[config.mk]
export PLATFORM = sky130hd
export DESIGN_NAME = uart_rx_ctrl
export DESIGN_NICKNAME = d
export VERILOG_FILES = /design/src/rtl/uart_rx_pkg.sv /design/src/rtl/uart_rx_ctrl_fifo.sv /design/src/rtl/uart_rx_ctrl.sv
export SDC_FILE = /design/constraint.sdc
export NUM_CORES = 1
export LEC_CHECK = 0
export ABC_AREA = 1
export CORE_UTILIZATION = 49
export DETAILED_ROUTE_END_ITERATION = 8
export PLACE_DENSITY = 0.8
export SETUP_SLACK_MARGIN = 0.5
export SYNTH_ARGS = -nofsm -noshare
export SYNTH_HDL_FRONTEND = slang
export SYNTH_SLANG_ARGS = --single-unit
[constraint.sdc]
create_clock -name clk -period 2.4 [get_ports clk]
set_clock_uncertainty 0.1 [all_clocks]
set_input_delay 0.24 -clock clk [delete_from_list [all_inputs] [get_ports clk]]
set_output_delay 0.24 -clock clk [all_outputs]
set_load 0.02 [all_outputs]
[src/rtl/uart_rx_pkg.sv]
// Shared types and constants for the UART receive controller.
// Baud divisors are derived from the system clock at elaboration time.
`timescale 1ns/1ps
package uart_rx_pkg;

   typedef enum logic [1:0] {
      ST_IDLE     = 2'd0,
      ST_CAPTURE  = 2'd1,
      ST_WAIT_LOW = 2'd2
   } rx_state_t;

   typedef struct packed {
      logic       irq_en;
      logic       ohel;
      logic       pen;
      logic       eight;
      logic [3:0] baud_sel;
   } rx_cfg_t;

   typedef struct packed {
      logic       ovf;
      logic       ferr;
      logic       perr;
      logic [7:0] data;
   } rx_entry_t;

   localparam logic [7:0] CFG_RESET = 8'h18;

   localparam logic [3:0] BAUD_300    = 4'd0;
   localparam logic [3:0] BAUD_1200   = 4'd1;
   localparam logic [3:0] BAUD_2400   = 4'd2;
   localparam logic [3:0] BAUD_4800   = 4'd3;
   localparam logic [3:0] BAUD_9600   = 4'd4;
   localparam logic [3:0] BAUD_19200  = 4'd5;
   localparam logic [3:0] BAUD_38400  = 4'd6;
   localparam logic [3:0] BAUD_57600  = 4'd7;
   localparam logic [3:0] BAUD_115200 = 4'd8;
   localparam logic [3:0] BAUD_230400 = 4'd9;
   localparam logic [3:0] BAUD_460800 = 4'd10;
   localparam logic [3:0] BAUD_921600 = 4'd11;

   localparam int ERR_PERR  = 0;
   localparam int ERR_FERR  = 1;
   localparam int ERR_OVF   = 2;
   localparam int ERR_STALL = 3;

   function automatic longint unsigned baud_rate(input logic [3:0] code);
      longint unsigned rate;
      case (code)
         BAUD_300:    rate = 64'd300;
         BAUD_1200:   rate = 64'd1200;
         BAUD_2400:   rate = 64'd2400;
         BAUD_4800:   rate = 64'd4800;
         BAUD_9600:   rate = 64'd9600;
         BAUD_19200:  rate = 64'd19200;
         BAUD_38400:  rate = 64'd38400;
         BAUD_57600:  rate = 64'd57600;
         BAUD_115200: rate = 64'd115200;
         BAUD_230400: rate = 64'd230400;
         BAUD_460800: rate = 64'd460800;
         BAUD_921600: rate = 64'd921600;
         default:     rate = 64'd115200;
      endcase
      return rate;
   endfunction

   // Rounded divide: (clk + 4*baud) / (8*baud).
   function automatic logic [18:0] baud_k(input logic [3:0] code,
                                          input longint unsigned clk_hz);
      longint unsigned rate;
      rate = baud_rate(code);
      return 19'((clk_hz + rate * 64'd4) / (rate * 64'd8));
   endfunction

endpackage

[src/rtl/uart_rx_ctrl_fifo.sv]
// Receive FIFO: first-word fall-through, power-of-two depth.
// Head data reads as zero while empty.
`timescale 1ns/1ps
module rx_fifo
   import uart_rx_pkg::*;
#(
   parameter int DEPTH = 4
) (
   input  logic                     clk,
   input  logic                     rst_n,
   input  logic                     push,
   input  rx_entry_t                wdata,
   input  logic                     pop,
   output rx_entry_t                rdata,
   output logic                     valid,
   output logic                     full,
   output logic [$clog2(DEPTH):0]   count
);

   localparam int AW = $clog2(DEPTH);
   localparam int CW = AW + 1;

   rx_entry_t        mem [DEPTH];
   logic [AW-1:0]    wptr;
   logic [AW-1:0]    rptr;
   logic             do_push;
   logic             do_pop;

   assign valid   = (count != '0);
   assign full    = (count == CW'(DEPTH));
   assign do_pop  = pop & valid;
   assign do_push = push & (~full | do_pop);
   assign rdata   = valid ? mem[rptr] : '0;

   always_ff @(posedge clk) begin
      if (do_push) mem[wptr] <= wdata;
   end

   always_ff @(posedge clk or negedge rst_n) begin
      if (!rst_n) begin
         wptr  <= '0;
         rptr  <= '0;
         count <= '0;
      end else begin
         if (do_push) wptr <= wptr + 1'b1;
         if (do_pop)  rptr <= rptr + 1'b1;
         unique case ({do_push, do_pop})
            2'b10:   count <= count + 1'b1;
            2'b01:   count <= count - 1'b1;
            default: count <= count;
         endcase
      end
   end

endmodule

[src/rtl/uart_rx_ctrl.sv]
// UART receive controller: config register, baud decode, drain FSM,
// receive FIFO, sticky error flags and registered interrupt.
`timescale 1ns/1ps
module uart_rx_ctrl
   import uart_rx_pkg::*;
#(
   parameter int              FIFO_DEPTH = 4,
   parameter longint unsigned CLK_HZ     = 100_000_000
) (
   input  logic                            clk,
   input  logic                            reset,
   input  logic                            cfg_we,
   input  logic [7:0]                      cfg_wdata,
   output logic [7:0]                      cfg_q,
   output logic [18:0]                     K,
   output logic                            EIGHT,
   output logic                            PEN,
   output logic                            OHEL,
   output logic                            READS0,
   input  logic [7:0]                      UART_RDATA,
   input  logic                            RXRDY,
   input  logic                            PERR,
   input  logic                            FERR,
   input  logic                            OVF,
   input  logic                            rd_req,
   output logic                            rd_valid,
   output logic [7:0]                      rd_data,
   output logic [2:0]                      rd_err,
   output logic [$clog2(FIFO_DEPTH):0]     fifo_count,
   output logic [3:0]                      sticky_err,
   input  logic                            clr_err,
   output logic                            irq
);

   rx_cfg_t     cfg;
   logic [18:0] k_tab [16];
   rx_state_t   state;
   rx_state_t   state_nxt;
   logic        capture;
   logic        stall;
   logic        full;
   logic [3:0]  err_set;
   rx_entry_t   wentry;
   rx_entry_t   head;

   always_ff @(posedge clk or negedge reset) begin
      if (!reset) cfg_q <= CFG_RESET;
      else if (cfg_we) cfg_q <= cfg_wdata;
   end

   assign cfg   = rx_cfg_t'(cfg_q);
   assign EIGHT = cfg.eight;
   assign PEN   = cfg.pen;
   assign OHEL  = cfg.ohel;

   for (genvar g = 0; g < 16; g++) begin : g_ktab
      assign k_tab[g] = baud_k(4'(g), CLK_HZ);
   end

   assign K = k_tab[cfg.baud_sel];

   always_ff @(posedge clk or negedge reset) begin
      if (!reset) state <= ST_IDLE;
      else        state <= state_nxt;
   end

   // Full is judged on the pre-edge count, so a same-cycle pop
   // still costs one stall cycle before the capture.
   always_comb begin
      state_nxt = state;
      unique case (state)
         ST_IDLE:     if (RXRDY && !full) state_nxt = ST_CAPTURE;
         ST_CAPTURE:  state_nxt = ST_WAIT_LOW;
         ST_WAIT_LOW: if (!RXRDY) state_nxt = ST_IDLE;
         default:     state_nxt = ST_IDLE;
      endcase
   end

   always_comb begin
      capture = 1'b0;
      stall   = 1'b0;
      unique case (1'b1)
         (state == ST_CAPTURE): capture = 1'b1;
         (state == ST_IDLE):    stall   = RXRDY & full;
         default: ;
      endcase
   end

   assign READS0 = capture;

   assign wentry = '{ovf: OVF, ferr: FERR, perr: PERR,
                     data: UART_RDATA};

   rx_fifo #(
      .DEPTH (FIFO_DEPTH)
   ) u_fifo (
      .clk   (clk),
      .rst_n (reset),
      .push  (capture),
      .wdata (wentry),
      .pop   (rd_req),
      .rdata (head),
      .valid (rd_valid),
      .full  (full),
      .count (fifo_count)
   );

   assign rd_data = head.data;
   assign rd_err  = {head.ovf, head.ferr, head.perr};

   always_comb begin
      err_set            = '0;
      err_set[ERR_STALL] = stall;
      err_set[ERR_OVF]   = capture & OVF;
      err_set[ERR_FERR]  = capture & FERR;
      err_set[ERR_PERR]  = capture & PERR;
   end

   always_ff @(posedge clk or negedge reset) begin
      if (!reset)       sticky_err <= '0;
      else if (clr_err) sticky_err <= err_set;
      else              sticky_err <= sticky_err | err_set;
   end

   always_ff @(posedge clk or negedge reset) begin
      if (!reset) irq <= 1'b0;
      else        irq <= (cfg.irq_en & rd_valid) | (|sticky_err);
   end

endmodule

==> impl_metrics.toml <==
[cts]
numCtsBuffers = 9
cts_hold_buffers = 0
cts.sinks = 66
cts_tree = "built"
clock_latency_ns = 0.34
clk_pin_slew_ns = 0.07
root_buffer = "clkbuf_8"
cts_buffer_depth = 2
cts_max_level = 3

[yosys]
synth-simple-area-share_pct = 14.5
ys_seq_elements = 66
synthesis.yosys.warnings = 0
synth-xor-area-share_pct = 0.568
synthesis.area_mm2 = 0.00308
ys_seq_area_share_pct = 60.8
synthMuxAreaShare_pct = 1.10
synth-compound-area-share_pct = 10.6
synth_cells = 290
synth_top_family_by_area = "simple AND/OR/NAND/NOR gates"
synth.distinct_cells = 35
synth_adder_area_share_pct = 4.71
avgSynthCellArea_um2 = 10.6

[drt]
drt_iter0_drc = 122
dr.pass1.iters = 4
routed_via_density = 5.17
vias = 2438
antenna_left = 0
drt-total-wl_um = 7200
drc_errors = 0
wire_per_inst_um = 15.3

[finish]
mostFrequentLayoutCell = "nor2_1"
n_fill_cell = 405
drive_gt1_share_pct = 28.7
mostFrequentLayoutCells = "nor2_1, buf_4, edfxtp_1"
diodes = 0
seq_area_mm2 = 0.00188
final_cells = 472
final_nets = 428
area_growth_pct = 37.8
multi_input_area_mm2 = 0.00104

[worst_setup_path]
cp_cell_sequence = "buf_4 -> buf_4 -> clkdlybuf4s50_1"
cp.depth = 3
critPathArrivalTime_ns = 1.62
crit_buf_inv = 3
start_kind = "flip-flop"
cp_top_family = "buffers and inverters"
path_max_fanout = 4
critPathSlowestCell = "clkdlybuf4s50_1"
path_common_cell = "buf_4"
r2r_cells = 9
max_stage_delay_ns = 0.53
cp.required_ns = 2.06
path_class = "flip-flop to output pin"
critPathCaptureType = "output pin"

[timing]
fin_tns_setup_ns = 0
layout_setup_ws_ns = 0.444
period_share_pct = 81.5
finalSetupViolCount = 0
max_freq_mhz = 511
drv_slew = 0
period_needed_ns = 1.96
finalHoldViolCount = 0
rsz0062_at_grt = "true"

[grt]
antenna_found_initial = 0
grt_pass1_vias = 2313
grt_max_degree = 24
grt_use_total_pct = 22.5
overflow = 0
grt_pass1_wl_um = 10800

[placed_design]
placedCellCount = 431
io_buffers = 71
place.gp.congestion = 0.860
dp_hpwl_um = 4200
pre_cts_ws_ns = 0.282

[floorplanning]
core_mm2 = 0.00599
num_rows = 28
start_util_pct = 51.4
chipHeight_um = 81.3
die_area_mm2 = 0.00661
die_w_um = 81.3
ios = 76

[power_and_ir_drop]
vdd_drop_max_mv = 0.817
leakage_nw = 1.77
power.density_mw_per_mm2 = 1150

[hold_path]
hold_path.class = "input pin to asynchronous set/reset pin"

[run]
maxCapViolCount = 0

[run_status]
status = "complete, no violations"
-- Yosys cell counts --
cell type,n,area [µm²]
inv_2,3,11.3
o21ai_1,14,70.1
buf_2,4,20.0
clkbuf_1,1,3.75
o21bai_1,1,7.51
a21oi_1,18,90.1
o22ai_1,3,18.8
buf_4,8,60.1
xor2_1,2,17.5
dfrtp_1,20,500
nand2_4,2,22.5
nor2_8,1,20.0
conb_1,1,3.75
nand2_2,4,25.0
ha_1,10,125
nor3_1,2,10.0
a31o_2,1,8.76
buf_1,1,3.75
edfxtp_1,44,1320
o21ai_0,22,110
a31oi_1,1,6.26
inv_1,25,93.8
buf_6,3,33.8
o21ai_4,1,16.3
mux2_2,3,33.8
nor4_1,1,6.26
nand2_1,24,90.1
nand3_2,2,20.0
nor2_4,1,11.3
nor2_1,59,221
nand3_1,3,15.0
fa_1,1,20.0
clkbuf_2,1,5.00
dfstp_2,2,52.6
nor2_2,1,6.26
-- per-stage QoR --
step	utilization (%)	power, mW	hold slack (ns)	instance area (µm²)
after floorplan	-	2.98	-0.156	3090
after global placement	64.2	3.78	0.410	3850
after detailed placement	64.2	3.82	0.404	3850
after CTS	68.3	4.75	0.149	4090
after global routing	70.9	5.20	0.176	4250
final	70.9	4.90	0.147	4250
-- state kept, by name, summed over array words and instances (netlist names) --
signal and cells:
u_fifo.count 3, u_fifo.rptr 2, u_fifo.mem 44, u_fifo.wptr 2
sticky_err 4, cfg_q 8, state 2, irq 1
-- timing repair --
| action | in CTS | in global routing |
|---|---|---|
| resized for setup | 99 | 52 |
| cloned | 1 | 0 |
| endpoints found under the setup margin | 29 | 22 |
| pin swaps | 1 | 8 |
| buffers inserted | 13 | 11 |
-- final cells by class --
| class | count | share of cell area (%) |
|---|---|---|
| sequential | 66 | 44.3 |
| clock inverter | 4 | 1.00 |
| tap | 75 | 2.21 |
| inverter | 28 | 2.95 |
| clock buffer | 12 | 3.18 |
| multi-input combinational | 181 | 24.6 |
| timing repair buffer | 106 | 21.8 |
-- power by group --
group	total (mW)	switching, mW	internal [mW]
registers	1.59	0.145	1.45
logic	2.44	1.40	1.04
clock network	0.868	0.395	0.472
total	4.90	1.94	2.96
-- metal layers --
layer	part of all wire (%)	global-route usage (%)
met5	0	0
met4	1.7	7.50
met2	51	37.2
met1	40	26.4
met3	7.6	8.99
-- cells by family (layout without fill, tap and decap cells) --
logic type / after synthesis / in the layout
AOI/OAI and AO/OA: 61 / 61
xor gates and xnor gates: 2 / 2
adders and majority gates: 11 / 11
buffers and inverters: 46 / 150
DFF: 66 / 66
muxes: 3 / 3
other: 1 / 4
and+or+nand+nor: 100 / 100
-- final timing paths --
check | startpoint | to | slack [ns]
max in group asynchronous | reset | cfg_q[3] | 1.77
min in group clk | cfg_wdata[2] | cfg_q[2] | 0.37
worst max register to register | state[0] | u_fifo.count[2] | 0.67
worst min register to register | sticky_err[3] | irq | 0.43
worst min-delay path | reset | sticky_err[1] | 0.15
worst max-delay path | cfg_q[0] | cfg_q[0] | 0.44
No activity file was read; power rests on OpenSTA's default activity.
